==> config.mk <==
export PLATFORM = sky130hd
export DESIGN_NAME = cp0_unit
export DESIGN_NICKNAME = d
export VERILOG_FILES = /design/src/rtl/cp0_unit.sv
export SDC_FILE = /design/constraint.sdc
export NUM_CORES = 1
export LEC_CHECK = 0
export CAP_MARGIN = 10
export CORE_MARGIN = 2
export CORE_UTILIZATION = 25
export DETAILED_ROUTE_END_ITERATION = 8
export SLEW_MARGIN = 20
export SYNTH_ARGS = -nofsm -noshare
export SYNTH_HDL_FRONTEND = slang
export SYNTH_SLANG_ARGS = --single-unit
==> constraint.sdc <==
create_clock -name clk -period 7.8 [get_ports clk]
set_input_delay 2.34 -clock clk [delete_from_list [all_inputs] [get_ports clk]]
set_output_delay 2.34 -clock clk [all_outputs]
set_load 0.02 [all_outputs]
==> src/rtl/cp0_unit.sv <==
// Coprocessor-0 for a MIPS-style pipeline: SR, Cause and EPC, interrupt/exception request, mtc0/mfc0/eret.
// Optional macro CP0_PRID_EN makes register 15 read a constant PRId (0x0000_7007).
module cp0_unit (
  input  logic        clk,
  input  logic        reset,
  input  logic        en,
  input  logic [4:0]  CP0Add,
  input  logic [31:0] CP0In,
  input  logic [31:0] VPC,
  input  logic        BDIn,
  input  logic [4:0]  ExcCodeIn,
  input  logic [5:0]  HWInt,
  input  logic        EXLClr,
  output logic [31:0] CP0Out,
  output logic [31:0] EPCOut,
  output logic        Req
);

  localparam logic [4:0] ADDR_SR    = 5'd12;
  localparam logic [4:0] ADDR_CAUSE = 5'd13;
  localparam logic [4:0] ADDR_EPC   = 5'd14;
  localparam logic [4:0] ADDR_PRID  = 5'd15;

  logic [5:0]  im_q, im_d;
  logic        exl_q, exl_d;
  logic        ie_q, ie_d;
  logic        bd_q, bd_d;
  logic [5:0]  ip_q, ip_d;
  logic [4:0]  exc_code_q, exc_code_d;
  logic [31:0] epc_q, epc_d;

  logic        int_req;
  logic        exc_req;
  logic [31:0] sr_val;
  logic [31:0] cause_val;
  logic        unused_cp0in;

  assign unused_cp0in = ^{CP0In[31:16], CP0In[9:2]};

  assign int_req = (|(HWInt & im_q)) & ie_q & ~exl_q;
  assign exc_req = (ExcCodeIn != 5'd0) & ~exl_q;
  assign Req     = int_req | exc_req;

  always_comb begin
    im_d       = im_q;
    exl_d      = exl_q;
    ie_d       = ie_q;
    bd_d       = bd_q;
    ip_d       = HWInt;
    exc_code_d = exc_code_q;
    epc_d      = epc_q;
    if (Req) begin
      // Exception entry beats any mtc0 or eret in the same cycle.
      exl_d      = 1'b1;
      bd_d       = BDIn;
      exc_code_d = int_req ? 5'd0 : ExcCodeIn;
      epc_d      = BDIn ? (VPC - 32'd4) : VPC;
    end else begin
      if (en && (CP0Add == ADDR_SR)) begin
        im_d  = CP0In[15:10];
        exl_d = CP0In[1];
        ie_d  = CP0In[0];
      end
      if (en && (CP0Add == ADDR_EPC)) begin
        epc_d = CP0In;
      end
      if (EXLClr) begin
        exl_d = 1'b0;
      end
    end
  end

  always_ff @(posedge clk) begin
    if (reset) begin
      im_q       <= 6'd0;
      exl_q      <= 1'b0;
      ie_q       <= 1'b0;
      bd_q       <= 1'b0;
      ip_q       <= 6'd0;
      exc_code_q <= 5'd0;
      epc_q      <= 32'd0;
    end else begin
      im_q       <= im_d;
      exl_q      <= exl_d;
      ie_q       <= ie_d;
      bd_q       <= bd_d;
      ip_q       <= ip_d;
      exc_code_q <= exc_code_d;
      epc_q      <= epc_d;
    end
  end

  assign sr_val    = {16'd0, im_q, 8'd0, exl_q, ie_q};
  assign cause_val = {bd_q, 15'd0, ip_q, 3'd0, exc_code_q, 2'd0};
  assign EPCOut    = epc_q;

  always_comb begin
    CP0Out = 32'd0;
    case (CP0Add)
      ADDR_SR:    CP0Out = sr_val;
      ADDR_CAUSE: CP0Out = cause_val;
      ADDR_EPC:   CP0Out = epc_q;
`ifdef CP0_PRID_EN
      ADDR_PRID:  CP0Out = 32'h0000_7007;
`else
      ADDR_PRID:  CP0Out = 32'd0;
`endif
      default:    CP0Out = 32'd0;
    endcase
  end

endmodule

**Word level (Yosys, flattened, before mapping)**

Index checks and enable logic that the tools add are counted.

- Mux-type cells: 8
- Bitwise operators: 7
- Add/subtract/negate cells: 1
- Equal/unequal tests: 3
- Reductions and logical operators: 7

Operator list:

| cell | count |
|---|---|
| two-way mux 32 bit | 3 |
| one-hot mux 32 bit (3 select lines) | 1 |
| subtractor 32 x 3 -> 32 bit (second input constant) | 1 |
| equality test 5 x 4 -> 1 bit (second input constant) | 3 |
| AND 6 bit | 1 |
| OR reduction 6 bit | 1 |
| two-way mux 5 bit | 1 |
| nonzero test 5 bit | 1 |
| AND 1 bit | 3 |
| two-way mux 1 bit | 3 |
| nonzero test 3 bit | 1 |
| logical AND 1 bit | 2 |
| NOT 1 bit | 2 |
| AND reduction 2 bit | 1 |
| nonzero test 2 bit | 1 |
| OR 1 bit | 1 |

- Output and inout port bits: 65
- Flip-flop bits (word level): 52
- Input port bits: 85
- Logic and storage cells: 33

**Longest topological paths before layout**

Gate-level depths: netlist (run 1).

- Depth after elaboration: 7
- Gate-level depth with buffers: 7
- Depth with buffers taken out: 6

**Worst setup path before layout (run 1)**

Ideal clock, no wire load.

- Path kind: input -> output
- Start: in CP0Add[0]
- End: out CP0Out[11]
- Stages on the path: 6
- Arrival: 3642 ps
- Setup slack: 1818 ps
- Path buffers: 2
- Required time: 5460 ps
- Path through: clkbuf_1 -> nand2b_1 -> nor2_1 -> clkbuf_1 -> nand2_1 -> o21ai_0

- Cells in the longest elaborated chain, start to end: 2
- Elaborated cells on any way between the ends: 4
- Those cells by class: 3 x eq/ne; 1 x mux

RTL lines:

| element | RTL line | source |
|---|---|---|
| start: declaration | 7 | `input logic [4:0] CP0Add,` |
| equality test 5 x 4 -> 1 bit | 99 | `case (CP0Add)` |
| one-hot mux 32 bit (3 select lines) * | 99 |  |
| end: declaration | 14 | `output logic [31:0] CP0Out,` |

Every way passes the cells marked *; elsewhere a longest branch is shown, timed or not.

**Final worst setup path (run 1)**

- Start: in CP0Add[3]
- End: out CP0Out[31]

The elaborated chain is that of the path after synthesis.

==> reports/qor.csv, run 1 <==
metric,value,unit
slew margin rel.,37.6,%
layout net count,642,
row cnt,43,
clk sinks,52,
Post-synth EDFFs,0,
Syn Nets,517,
outcome,completed,
Final Wtd Congestion,0.888,
Area contributors post-synth,"dfxtp_1 (29%), mux2i_1 (6.4%), o41ai_1 (4.4%)",
clk root buf,clkbuf_16,
cell area after layout,0.00542,mm²
Yosys warning total,0,
Setup Buffers After CTS,0,
IO buf count,149,
Worst VDD drop,91.8,µV
count of different cell masters after synthesis,49,
vias in the first global route,3939,
"Slowest-stage cell, CP",nor4bb_1,
Worst Tran Pin Value,0.935,ns
Final Util,38.9,%
Final Hold Viols,0,
Area after DPL,0.00525,mm²
register bit total from synthesis,52,
Total Routing Usage GR,18.4,%
vias post-DR,4044,
asr flop ratio synth,0,%
RSZ-0062 raised after global routing,false,
Post-CTS Hold Buffers,0,
Die Ht,124,µm
Skew-Pair Late Insertion Delay,0.30,ns
CP max stage delay,0.66,ns
layout cells sized above 1,7.18,%
CP Buf/Inv Count,2,
Synth Instances,431,
P_leak,1.92,nW
critical path capture point type,output pin,
CTS max path bufs,2,
Critical Path AT,4.74,ns
Hold WC Path Type,register to register,
WS Path Type,input pin to output pin,
Fmax,0.141,GHz
Area Growth Syn to Fin,50.8,%
Antenna diodes,0,
total grt overflow,0,
Die X-Extent,124,µm
Setup TNS Final,0,ns
CP Cell Sequence,clkdlybuf4s50_1 -> nor4bb_1 -> and2_1 -> a22o_1 -> clkdlybuf4s50_1,
period utilization,90.7,%
die area,0.0153,mm²
wire per inst,19.3,µm
setup violators final,0,
CTS H-tree lvls,2,
Clock Skew,0.00783,ns
Starting Density,25.8,%
dominant cell type by area after synthesis,dfxtp_1,
synthesized cell area,0.00359,mm²
Tmin final,7.08,ns
post-detail-place hpwl,10600,µm
Num CTS Buffers,5,
drt pass-1 iters,5,
top_reg_cell synth,dfxtp_1,
CTS tree,yes,
"most used cell, CP",clkdlybuf4s50_1,
top cell type's share of synthesized area,29.0,%
vias per cell,5.49,
max-slew violations,0,
Final Routed Wirelength,14200,µm
maxcap violations,0,
initial antenna violation count,0,
first-pass GRT wire length,22100,µm
Clock Pin Slew Worst Setup and Hold Paths,0.07,ns
"CP delay by family, top",buffers and inverters,
hold_ws,0.479,ns
Required @ worst endpoint,5.46,ns
CP Max Fanout,6,
1st-iter DRT viols,402,
maximum number of pins on one net before global-route repair,41,
core area,0.0139,mm²
sequential element share of the synthesized area,29.0,%
Startpoint Class,input pin,
I/O pin count,150,
"Gates resized, CTS repair",0,
Pwr Density,143,mW/mm²
Avg Inst Size Synth,8.34,µm²
Final ANT Viol Nets,0,
drt drc,0,
## cells in the final DEF, fill, tap and decap left out, drive strengths merged, types with 9 or more instances in the layout
cell type,netlist,layout
o31a,17,17
and3,18,18
o21ai,10,10
nand4,14,14
mux2i,23,23
and4,15,15
nand2,25,25
clkdlybuf4s50,0,149
buf,3,13
o41ai,18,18
o31ai,18,18
dfxtp,52,52
nor3,9,9
a31oi,15,15
a211oi,20,20
or3,14,14
nor2,11,11
a22o,11,11
or4,11,11
## worst register-to-register path, stage by stage, from the launching register on
cell	delay (ns)
dfxtp_1	0.61
inv_1	0.26
o311a_1	0.20
buf_4	0.25
nor3_2	0.67
mux2i_1	0.26
## power by group
group | internal [mW] | switching [mW]
Combinational | 0.105 | 0.104
Sequential | 0.286 | 0.0189
Clock | 0.153 | 0.107
Total | 0.543 | 0.230
## per-stage QoR
stage                     setup WS (ns)  total power [mW]  instances
after floorplan                    1.82             0.401        431
after global placement            0.818             0.515        729
after detailed placement          0.778             0.518        729
after CTS                         0.766             0.776        737
after global routing              0.620             0.805        737
final                             0.724             0.773        737
## sequential cells by signal, indices dropped and copies added (netlist names)
| register | count |
|---|---|
| ie_q | 1 |
| ip_q | 6 |
| im_q | 6 |
| exl_q | 1 |
| EPCOut | 32 |
| exc_code_q | 5 |
| bd_q | 1 |
## cell usage after synthesis, drive strengths merged (15+ instances only)
| cell type | number |
|---|---|
| dfxtp | 52 |
| clkbuf | 41 |
| nand2 | 25 |
| mux2i | 23 |
| a211oi | 20 |
| and3 | 18 |
| o31ai | 18 |
| o41ai | 18 |
| o31a | 17 |
| a31oi | 15 |
| and4 | 15 |
## path summary, 6_finish.rpt
path | startpoint | end | slack, ns | cells past startpoint
worst max register to register | exl_q$_SDFFE_PP0P_ | ie_q$_SDFFE_PP0P_ | 5.47 | 5
worst max-delay path | CP0Add[3] | CP0Out[31] | 0.72 | 5
worst min-delay path | im_q[3]$_SDFFE_PP0P_ | im_q[3]$_SDFFE_PP0P_ | 0.48 | 2
worst min register to register | im_q[3]$_SDFFE_PP0P_ | im_q[3]$_SDFFE_PP0P_ | 0.48 | 2
## final cells by class
type                       count  area, µm²
clock buffer                   5        125
clock inverter                 3       46.3
fill                        1403       8520
inverter                       6       22.5
multi-input combinational    329       2370
sequential                    52       1040
tap                          180        225
timing repair buffer         162       1590
## metal layers
metal  part of all wire [%]  GRT usage, %  vias to the layer above
met4                    2.3          5.62                        0
li1                       -             -                     1967
met3                    6.2          2.34                       18
met1                     45          25.6                     1898
met5                      0             0                        -
met2                     47          29.7                      161
## cell families (layout without fill, tap and decap cells)
logic type | count (synthesis) | count (layout) | share of synthesized area, %
simple gates | 166 | 166 | 29.5
compound gates | 132 | 132 | 27.9
flops | 52 | 52 | 29.0
buf+inv | 50 | 176 | 5.26
mux | 23 | 23 | 6.41
xor+xnor | 7 | 7 | 1.71
fa+ha+maj | 1 | 1 | 0.348
No activity file was read; power rests on OpenSTA's default activity.
==> run 2, diff against run 1 <==
--- a/config.mk
+++ b/config.mk
@@ -13,3 +13,4 @@
 export SYNTH_ARGS = -nofsm -noshare
 export SYNTH_HDL_FRONTEND = slang
 export SYNTH_SLANG_ARGS = --single-unit
+export TNS_END_PERCENT = 20
==> results of run 2 <==
The final DEF is identical to that of run 1; final timing and power are the same.
==> run 3, diff against run 2 <==
--- a/config.mk
+++ b/config.mk
@@ -5,7 +5,7 @@
 export SDC_FILE = /design/constraint.sdc
 export NUM_CORES = 1
 export LEC_CHECK = 0
-export CAP_MARGIN = 10
+export CAP_MARGIN = 20
 export CORE_MARGIN = 2
 export CORE_UTILIZATION = 25
 export DETAILED_ROUTE_END_ITERATION = 8
==> results of run 3 <==
The final DEF is identical to that of run 1; final timing and power are the same.
